$ cat config.mk
export PLATFORM = sky130hd
export DESIGN_NAME = issue_queue
export DESIGN_NICKNAME = d
export VERILOG_FILES = /design/src/rtl/issue_queue.sv
export SDC_FILE = /design/constraint.sdc
export NUM_CORES = 1
export LEC_CHECK = 0
export BUFFER_PORTS_ARGS = -buffer_cell sky130_fd_sc_hd__buf_2
export CAP_MARGIN = 30
export CORE_AREA = 2 2 195 197
export DETAILED_ROUTE_END_ITERATION = 12
export DIE_AREA = 0 0 197 199
export GPL_ROUTABILITY_DRIVEN = 1
export PLACE_DENSITY = 0.5
export SLEW_MARGIN = 15
export SYNTH_ARGS = -nofsm -noshare
export SYNTH_HDL_FRONTEND = slang
export SYNTH_SLANG_ARGS = --single-unit
$ cat constraint.sdc
create_clock -name clk -period 10.2 [get_ports clk]
set_input_delay 1.02 -clock clk [delete_from_list [all_inputs] [get_ports clk]]
set_output_delay 1.02 -clock clk [all_outputs]
set_load 0.01 [all_outputs]
$ cat src/rtl/issue_queue.sv
// -----------------------------------------------------------------------------
// issue_queue_pkg / issue_queue
//
// Purpose
//   In-order issue queue between the rename/map stage and execute. Renamed
//   uops are held in a circular FIFO; the head uop issues once both of its
//   source operands are ready according to an internal busy table of
//   physical registers. A writeback broadcast in the same cycle counts as
//   ready (bypass), so a dependent head uop issues on the writeback edge.
//
// Ports
//   clk                 in   clock, all state updates on the rising edge
//   rst                 in   synchronous, active-high reset
//   en                  in   stage enable; 0 freezes enqueue and issue
//   uop_in              in   renamed uop from the map stage
//   uop_in_valid        in   uop_in carries a uop this cycle
//   full                out  queue holds IQ_DEPTH entries (map must stall)
//   busy_table_wr_en    in   mark busy_table_wr_addr busy
//   busy_table_wr_addr  in   physical tag to mark busy
//   wb_en               in   writeback broadcast, clears busy bit of wb_addr
//   wb_addr             in   physical tag being written back
//   uop_out             out  issued uop (registered)
//   uop_out_valid       out  uop_out holds an issued uop
//   exec_ready          in   execute stage accepts uop_out this cycle
// -----------------------------------------------------------------------------

package issue_queue_pkg;

  // Register tag fields are sized for the largest supported register file;
  // the queue only looks at the low $clog2(PHY_RF_DEPTH) bits.
  typedef struct packed {
    logic [7:0] id;
    logic [3:0] op;
    logic [5:0] rd;
    logic [5:0] rs1;
    logic       rs1_valid;
    logic [5:0] rs2;
    logic       rs2_valid;
  } uop_t;

endpackage

module issue_queue
  import issue_queue_pkg::*;
#(
  parameter int PHY_RF_DEPTH = 16,
  parameter int IQ_DEPTH     = 8,
  localparam int TW          = $clog2(PHY_RF_DEPTH),
  localparam int TW_Q        = $clog2(IQ_DEPTH)
) (
  input  logic          clk,
  input  logic          rst,
  input  logic          en,
  input  uop_t          uop_in,
  input  logic          uop_in_valid,
  output logic          full,
  input  logic          busy_table_wr_en,
  input  logic [TW-1:0] busy_table_wr_addr,
  input  logic          wb_en,
  input  logic [TW-1:0] wb_addr,
  output uop_t          uop_out,
  output logic          uop_out_valid,
  input  logic          exec_ready
);

  localparam logic [TW_Q:0]   DEPTH_C = (TW_Q + 1)'(IQ_DEPTH);
  localparam logic [TW_Q-1:0] PTR_ONE = TW_Q'(1);
  localparam logic [TW_Q:0]   CNT_ONE = (TW_Q + 1)'(1);

  // ---------------------------------------------------------------------------
  // State
  // ---------------------------------------------------------------------------
  uop_t                  mem [IQ_DEPTH];
  logic [TW_Q-1:0]       head;
  logic [TW_Q-1:0]       tail;
  logic [TW_Q:0]         count;
  logic [PHY_RF_DEPTH-1:0] busy;

  // ---------------------------------------------------------------------------
  // Combinational control
  // ---------------------------------------------------------------------------
  uop_t                    head_uop;
  logic                    rs1_ready;
  logic                    rs2_ready;
  logic                    slot_free;
  logic                    enq;
  logic                    issue;
  logic [TW_Q:0]           count_next;
  logic [PHY_RF_DEPTH-1:0] busy_next;

  // An operand is ready if it is unused, not busy, or being written back
  // this very cycle (the busy bit clears on the same edge the uop issues).
  function automatic logic src_ready(
    input logic                    used,
    input logic [TW-1:0]           tag,
    input logic [PHY_RF_DEPTH-1:0] busy_bits,
    input logic                    wb_hit_en,
    input logic [TW-1:0]           wb_tag
  );
    return !used || !busy_bits[tag] || (wb_hit_en && (wb_tag == tag));
  endfunction

  assign full     = (count == DEPTH_C);
  assign head_uop = mem[head];

  always_comb begin
    rs1_ready  = src_ready(head_uop.rs1_valid, head_uop.rs1[TW-1:0], busy,
                           wb_en, wb_addr);
    rs2_ready  = src_ready(head_uop.rs2_valid, head_uop.rs2[TW-1:0], busy,
                           wb_en, wb_addr);
    slot_free  = !uop_out_valid || exec_ready;

    // The entering uop is written at tail; issue looks only at the current
    // head, so a uop enqueued this edge cannot issue before the next edge
    // (when count was 0, head_uop is stale and issue is blocked by count).
    enq        = en && uop_in_valid && !full;
    issue      = en && (count != '0) && rs1_ready && rs2_ready && slot_free;

    count_next = count;
    case ({enq, issue})
      2'b10:   count_next = count + CNT_ONE;
      2'b01:   count_next = count - CNT_ONE;
      default: count_next = count;
    endcase
  end

  // Busy table next state: clear first so a same-tag set wins; tag 0 is
  // hard-wired not busy. Busy updates are independent of en.
  always_comb begin
    busy_next = busy;
    if (wb_en) begin
      busy_next[wb_addr] = 1'b0;
    end
    if (busy_table_wr_en) begin
      busy_next[busy_table_wr_addr] = 1'b1;
    end
    busy_next[0] = 1'b0;
  end

  // ---------------------------------------------------------------------------
  // Entry storage (no reset: only pointers and count are visible)
  // ---------------------------------------------------------------------------
  always_ff @(posedge clk) begin
    if (!rst && enq) begin
      mem[tail] <= uop_in;
    end
  end

  // ---------------------------------------------------------------------------
  // Pointers, count, busy table and output register
  // ---------------------------------------------------------------------------
  always_ff @(posedge clk) begin
    if (rst) begin
      head          <= '0;
      tail          <= '0;
      count         <= '0;
      busy          <= '0;
      uop_out       <= '0;
      uop_out_valid <= 1'b0;
    end else begin
      busy  <= busy_next;
      count <= count_next;
      if (enq) begin
        tail <= tail + PTR_ONE;
      end
      if (issue) begin
        head          <= head + PTR_ONE;
        uop_out       <= head_uop;
        uop_out_valid <= 1'b1;
      end else if (en && exec_ready && uop_out_valid) begin
        // Consumed with nothing to replace it; data is held.
        uop_out_valid <= 1'b0;
      end
    end
  end

endmodule

== Word level (Yosys, flattened, before mapping) ==
Memories as Yosys holds them, arrays and structs flattened. A register that Yosys moved wholly into a read port is not among the register bits.
Cells that the tools add are included.

* Bits in registers: 59
* Latch bits: 0
* Memory bits (writable): 256
* Bits in read-only memories: 0
* Output and inout port bits: 34
* Memories kept: 1

{| class="wikitable"
|+ Memories
! name !! words !! width !! read ports !! clocked after Yosys merged registers in !! write ports !! RTL line !! text
|-
| mem || 8 || 32 || 1 || 1 || 1 || 73 || <nowiki>uop_t mem [IQ_DEPTH];</nowiki>
|}

* Add/subtract/negate cells: 4
* Multiply operators: 0
* Div/mod/pow operators: 0
* $lt $le $gt $ge: 6
* Equal/unequal tests: 5
* Shift-type cells: 0
* Multiplexer cells: 17
* Bitwise operators: 3
* Reduce and logical (&&, ||, !) cells: 28

{| class="wikitable"
|+ Operator list
! operator !! count
|-
| 2-to-1 mux 16 bit || 2
|-
| < comparator 4 x 5 -> 1 bit, second input constant || 4
|-
| AND 16 bit || 1
|-
| NOT 16 bit || 1
|-
| OR 16 bit || 1
|-
| logical AND 1 bit || 13
|-
| binary-select mux 1 bit (select 4 bit) || 2
|-
| demux 1 bit (select 4 bit) || 2
|-
| == test 4 bit || 2
|-
| greater-or-equal comparator 4 x 1 -> 1 bit, second input constant || 2
|-
| 2-to-1 mux 1 bit || 8
|-
| case mux 4 bit (2 select lines) || 1
|-
| logical NOT 1 bit || 7
|-
| adder 3 x 1 -> 3 bit, second input constant || 2
|-
| 2-to-1 mux 3 bit || 2
|-
| logical OR 1 bit || 5
|-
| adder 4 x 1 -> 4 bit, second input constant || 1
|-
| == test 4 bit, second input constant || 1
|-
| nonzero test 2 bit || 2
|-
| nonzero test 4 bit || 1
|-
| subtractor 4 x 1 -> 4 bit, second input constant || 1
|-
| == test 2 x 1 -> 1 bit, second input constant || 1
|-
| == test 2 bit, second input constant || 1
|}

== Depth between registers and ports, before layout ==
* Word-level depth: 10
* Mapped depth: 18
* Gate-level depth less buffers: 14

== Least setup slack after synthesis ==
Ideal clock, no wire load.

* Path type: input to register
* From: in uop_in_valid
* To: mem mem[0][0] in the netlist's numbering, enable pin
* Arrival: 4.848 ns
* Data required time: 9.687 ns
* Path slack: 4.840 ns
* Cell stages on the path: 4
* Buffers on the path: 1
* Cell sequence: and3_1 -> clkbuf_1 -> inv_1 -> nor4b_1

* Longest elaborated chain between the ends: 5

{| class="wikitable"
|+ RTL lines
! element !! RTL line !! text
|-
| start: declaration || 55 || <nowiki>input logic uop_in_valid,</nowiki>
|-
| logical AND 1 bit (2 in a row) || 116 || <nowiki>enq = en && uop_in_valid && !full;</nowiki>
|-
| logical AND 1 bit || 144 || <nowiki>if (!rst && enq) begin</nowiki>
|-
| 2-to-1 mux 1 bit || 144 ||
|-
| 2-to-1 mux 1 bit (implied by the code) || 145 || <nowiki>mem[tail] <= uop_in;</nowiki>
|-
| end: declaration || 73 ||
|}

Every way passes these cells.

==> impl_metrics.json <==
{
  "setup_tns_ns": 0,
  "synth_top_area_share": 0.601,
  "dr.first_iter.drc_count": 464,
  "clkSinkCount": 317,
  "worstPathArrival_ns": 5.05,
  "h-tree-depth": 2,
  "relSlewSlack": 0.457,
  "fin_crit_ns": 4.61,
  "synth_cells": 754,
  "crit_fanout": 48,
  "fin_skew_ns": 0.0195,
  "power_frac_clock": 0.370,
  "first_global_vias": 7365,
  "avgSynthCellArea_um2": 17.0,
  "die_y_um": 199,
  "synth_cell_types": 58,
  "postCtsHoldBufs": 0,
  "instances_no_fill": 1349,
  "drt-total-wl_um": 29800,
  "cts_setup_buffers": 0,
  "critPathRequiredTime_ns": 10.64,
  "globalplace.congestion": 0.826,
  "peakVddDrop_v": 0.000105,
  "power.leakage_nw": 4.80,
  "yosys_most_used_dff": "edfxtp_1",
  "ant_nets": 0,
  "maxCapViolCount": 0,
  "hold_viol": 0,
  "switchingPower_w": 0.000973,
  "hold_class": "register to register",
  "max_freq_mhz": 217,
  "yosys-top-cells-count": "edfxtp_1 (256), dfxtp_1 (61), mux4_2 (58)",
  "floorplan.initialDensity": 0.344,
  "fin_nets": 900,
  "syn_nets": 806,
  "vias_per_cell": 5.23,
  "worstMarginPinSlew_ns": 0.815,
  "power_w": 0.00355,
  "synth.area.top_cells": "edfxtp_1 (60%), mux4_2 (10%), dfxtp_1 (9.5%), mux2i_1 (3.7%), a211oi_1 (1.6%)",
  "drv_slew": 0,
  "num_rows": 71,
  "drive_above_1_share": 0.272,
  "fp.dieW_um": 197,
  "synth_most_common_cell": "edfxtp_1",
  "grt_max_degree": 67,
  "path_clk_slew_ns": 0.06,
  "synth.largest_area_cell": "edfxtp_1",
  "dp_hpwl_um": 17800,
  "syn_area_um2": 12800,
  "async_reset_ff_frac": 0,
  "cts_tree": "built",
  "run_status": "finished, final reports clean",
  "rsz0062_at_grt": "no",
  "power.density_nw_per_um2": 237,
  "grt_pass1_wl_um": 45600,
  "cts_max_path_buffers": 3,
  "critPathKind": "register to register",
  "seqPwrFrac": 0.439,
  "antenna_found_initial": 3,
  "p_int_w": 0.00258,
  "cts_resized": 0,
  "io_buffers": 80,
  "boundaryPins": 81,
  "detailroute.via_count": 7057,
  "synth-seq-cells": 317,
  "firstDrtPassIters": 4,
  "comb_power_share": 0.191,
  "yosysWarnings": 0,
  "coreArea_um2": 37100,
  "p_sw_frac": 0.274,
  "clk_latency_ns": 0.52,
  "synth_edf_count": 256,
  "die-area_um2": 39200,
  "drc": 0,
  "finalCritPeriodShare": 0.452,
  "endpoint_kind": "register",
  "wire_per_inst_um": 22.1,
  "setup_violations": 0,
  "numCtsBuffers": 36,
  "post-place-ws_ns": 5.62,
  "area_growth_pct": 17.3,
  "cp-start-kind": "register",
  "grt.total_usage": 0.155,
  "cts-root-buf": "clkbuf_16",
  "layout_setup_ws_ns": 5.59,
  "dp_cells": 1284,
  "synth-seq-area-share": 0.697,
  "overflow": 0
}
kinds of logic after synthesis:
family                   share of synthesized area
AO/OA/AOI/OAI                               0.0686
multiplexers                                 0.154
XOR/XNOR                                   0.00959
adder cells (fa/ha/maj)                    0.00489
AND/OR/NAND/NOR                             0.0483
flip-flops                                   0.697
buffers and inverters                       0.0184
state kept, by name, indices dropped and copies added (netlist names), named ones only:
register / cells
head: 3
uop_out: 32
uop_out_valid: 1
mem: 256
count: 4
tail: 3
busy: 15
final timing paths:
path	startpoint	end	slack, ns	depth (start not counted)
setup / recovery	register	count[2]	5.59	15
hold / removal	busy[10]	busy[10]	0.51	2
setup reg to reg	register	count[2]	5.59	15
hold reg to reg	busy[10]	busy[10]	0.51	2
cell type report:
class                   count  area, µm²
flip-flops and latches    317       8920
multi-input cells         390       3690
clock buffers              42        945
inverters                   4       15.0
diodes                      1       2.50
repair buffers             99        576
clock inverters            22        259
well taps                 474        593
fillers                  3374      22100
through the flow:
stage,hold slack [ns],instance area (µm²),util
floorplan,0.462,12800,-
global placement,0.490,13700,0.370
detailed placement,0.492,13800,0.371
CTS,0.503,15000,0.404
global route,0.526,15000,0.404
finish,0.508,15000,0.404
power groups by stage:
stage                     clock network, W  registers, W  logic [W]
after floorplan                          0       0.00156   0.000506
after global placement                   0       0.00159   0.000678
after detailed placement                 0       0.00159   0.000687
after CTS                          0.00135       0.00157   0.000688
after global routing               0.00140       0.00158   0.000748
final                              0.00131       0.00156   0.000679
per-layer routing:
metal  up-vias  track usage  wire length, µm
met4         4       0.0418              481
met2       157        0.247            13800
met1      3605        0.219            14300
met5         -            0               19
met3        40       0.0264             1160
li1       3251            -                -
layout by cell type (no fill, tap or decap), types with 9 or more instances in the layout:
cell,instances
buf_2,80
dfxtp_1,58
a31oi_1,29
a211oi_1,27
a21oi_1,24
mux2i_1,47
mux2_2,10
mux4_2,58
clkbuf_16,37
o21ai_0,19
clkinv_1,9
nor2_1,23
buf_4,17
nand3_1,12
nor2b_1,10
edfxtp_1,256
nand2_1,33
worst max-delay path, stage by stage (launching register included):
cell and delay, ns:
dfxtp_4 0.39, buf_4 0.35, buf_16 0.29, mux4_2 0.54, mux2i_1 0.53, nor2_1 0.12
a22oi_1 0.22, o311ai_1 0.19, a211oi_2 0.48, nor3_4 0.09, buf_4 0.30, ha_1 0.27
a21oi_1 0.17, xor2_1 0.09, or3_1 0.31, a21oi_1 0.13
Note: power is estimated with default switching activity, not from simulation.
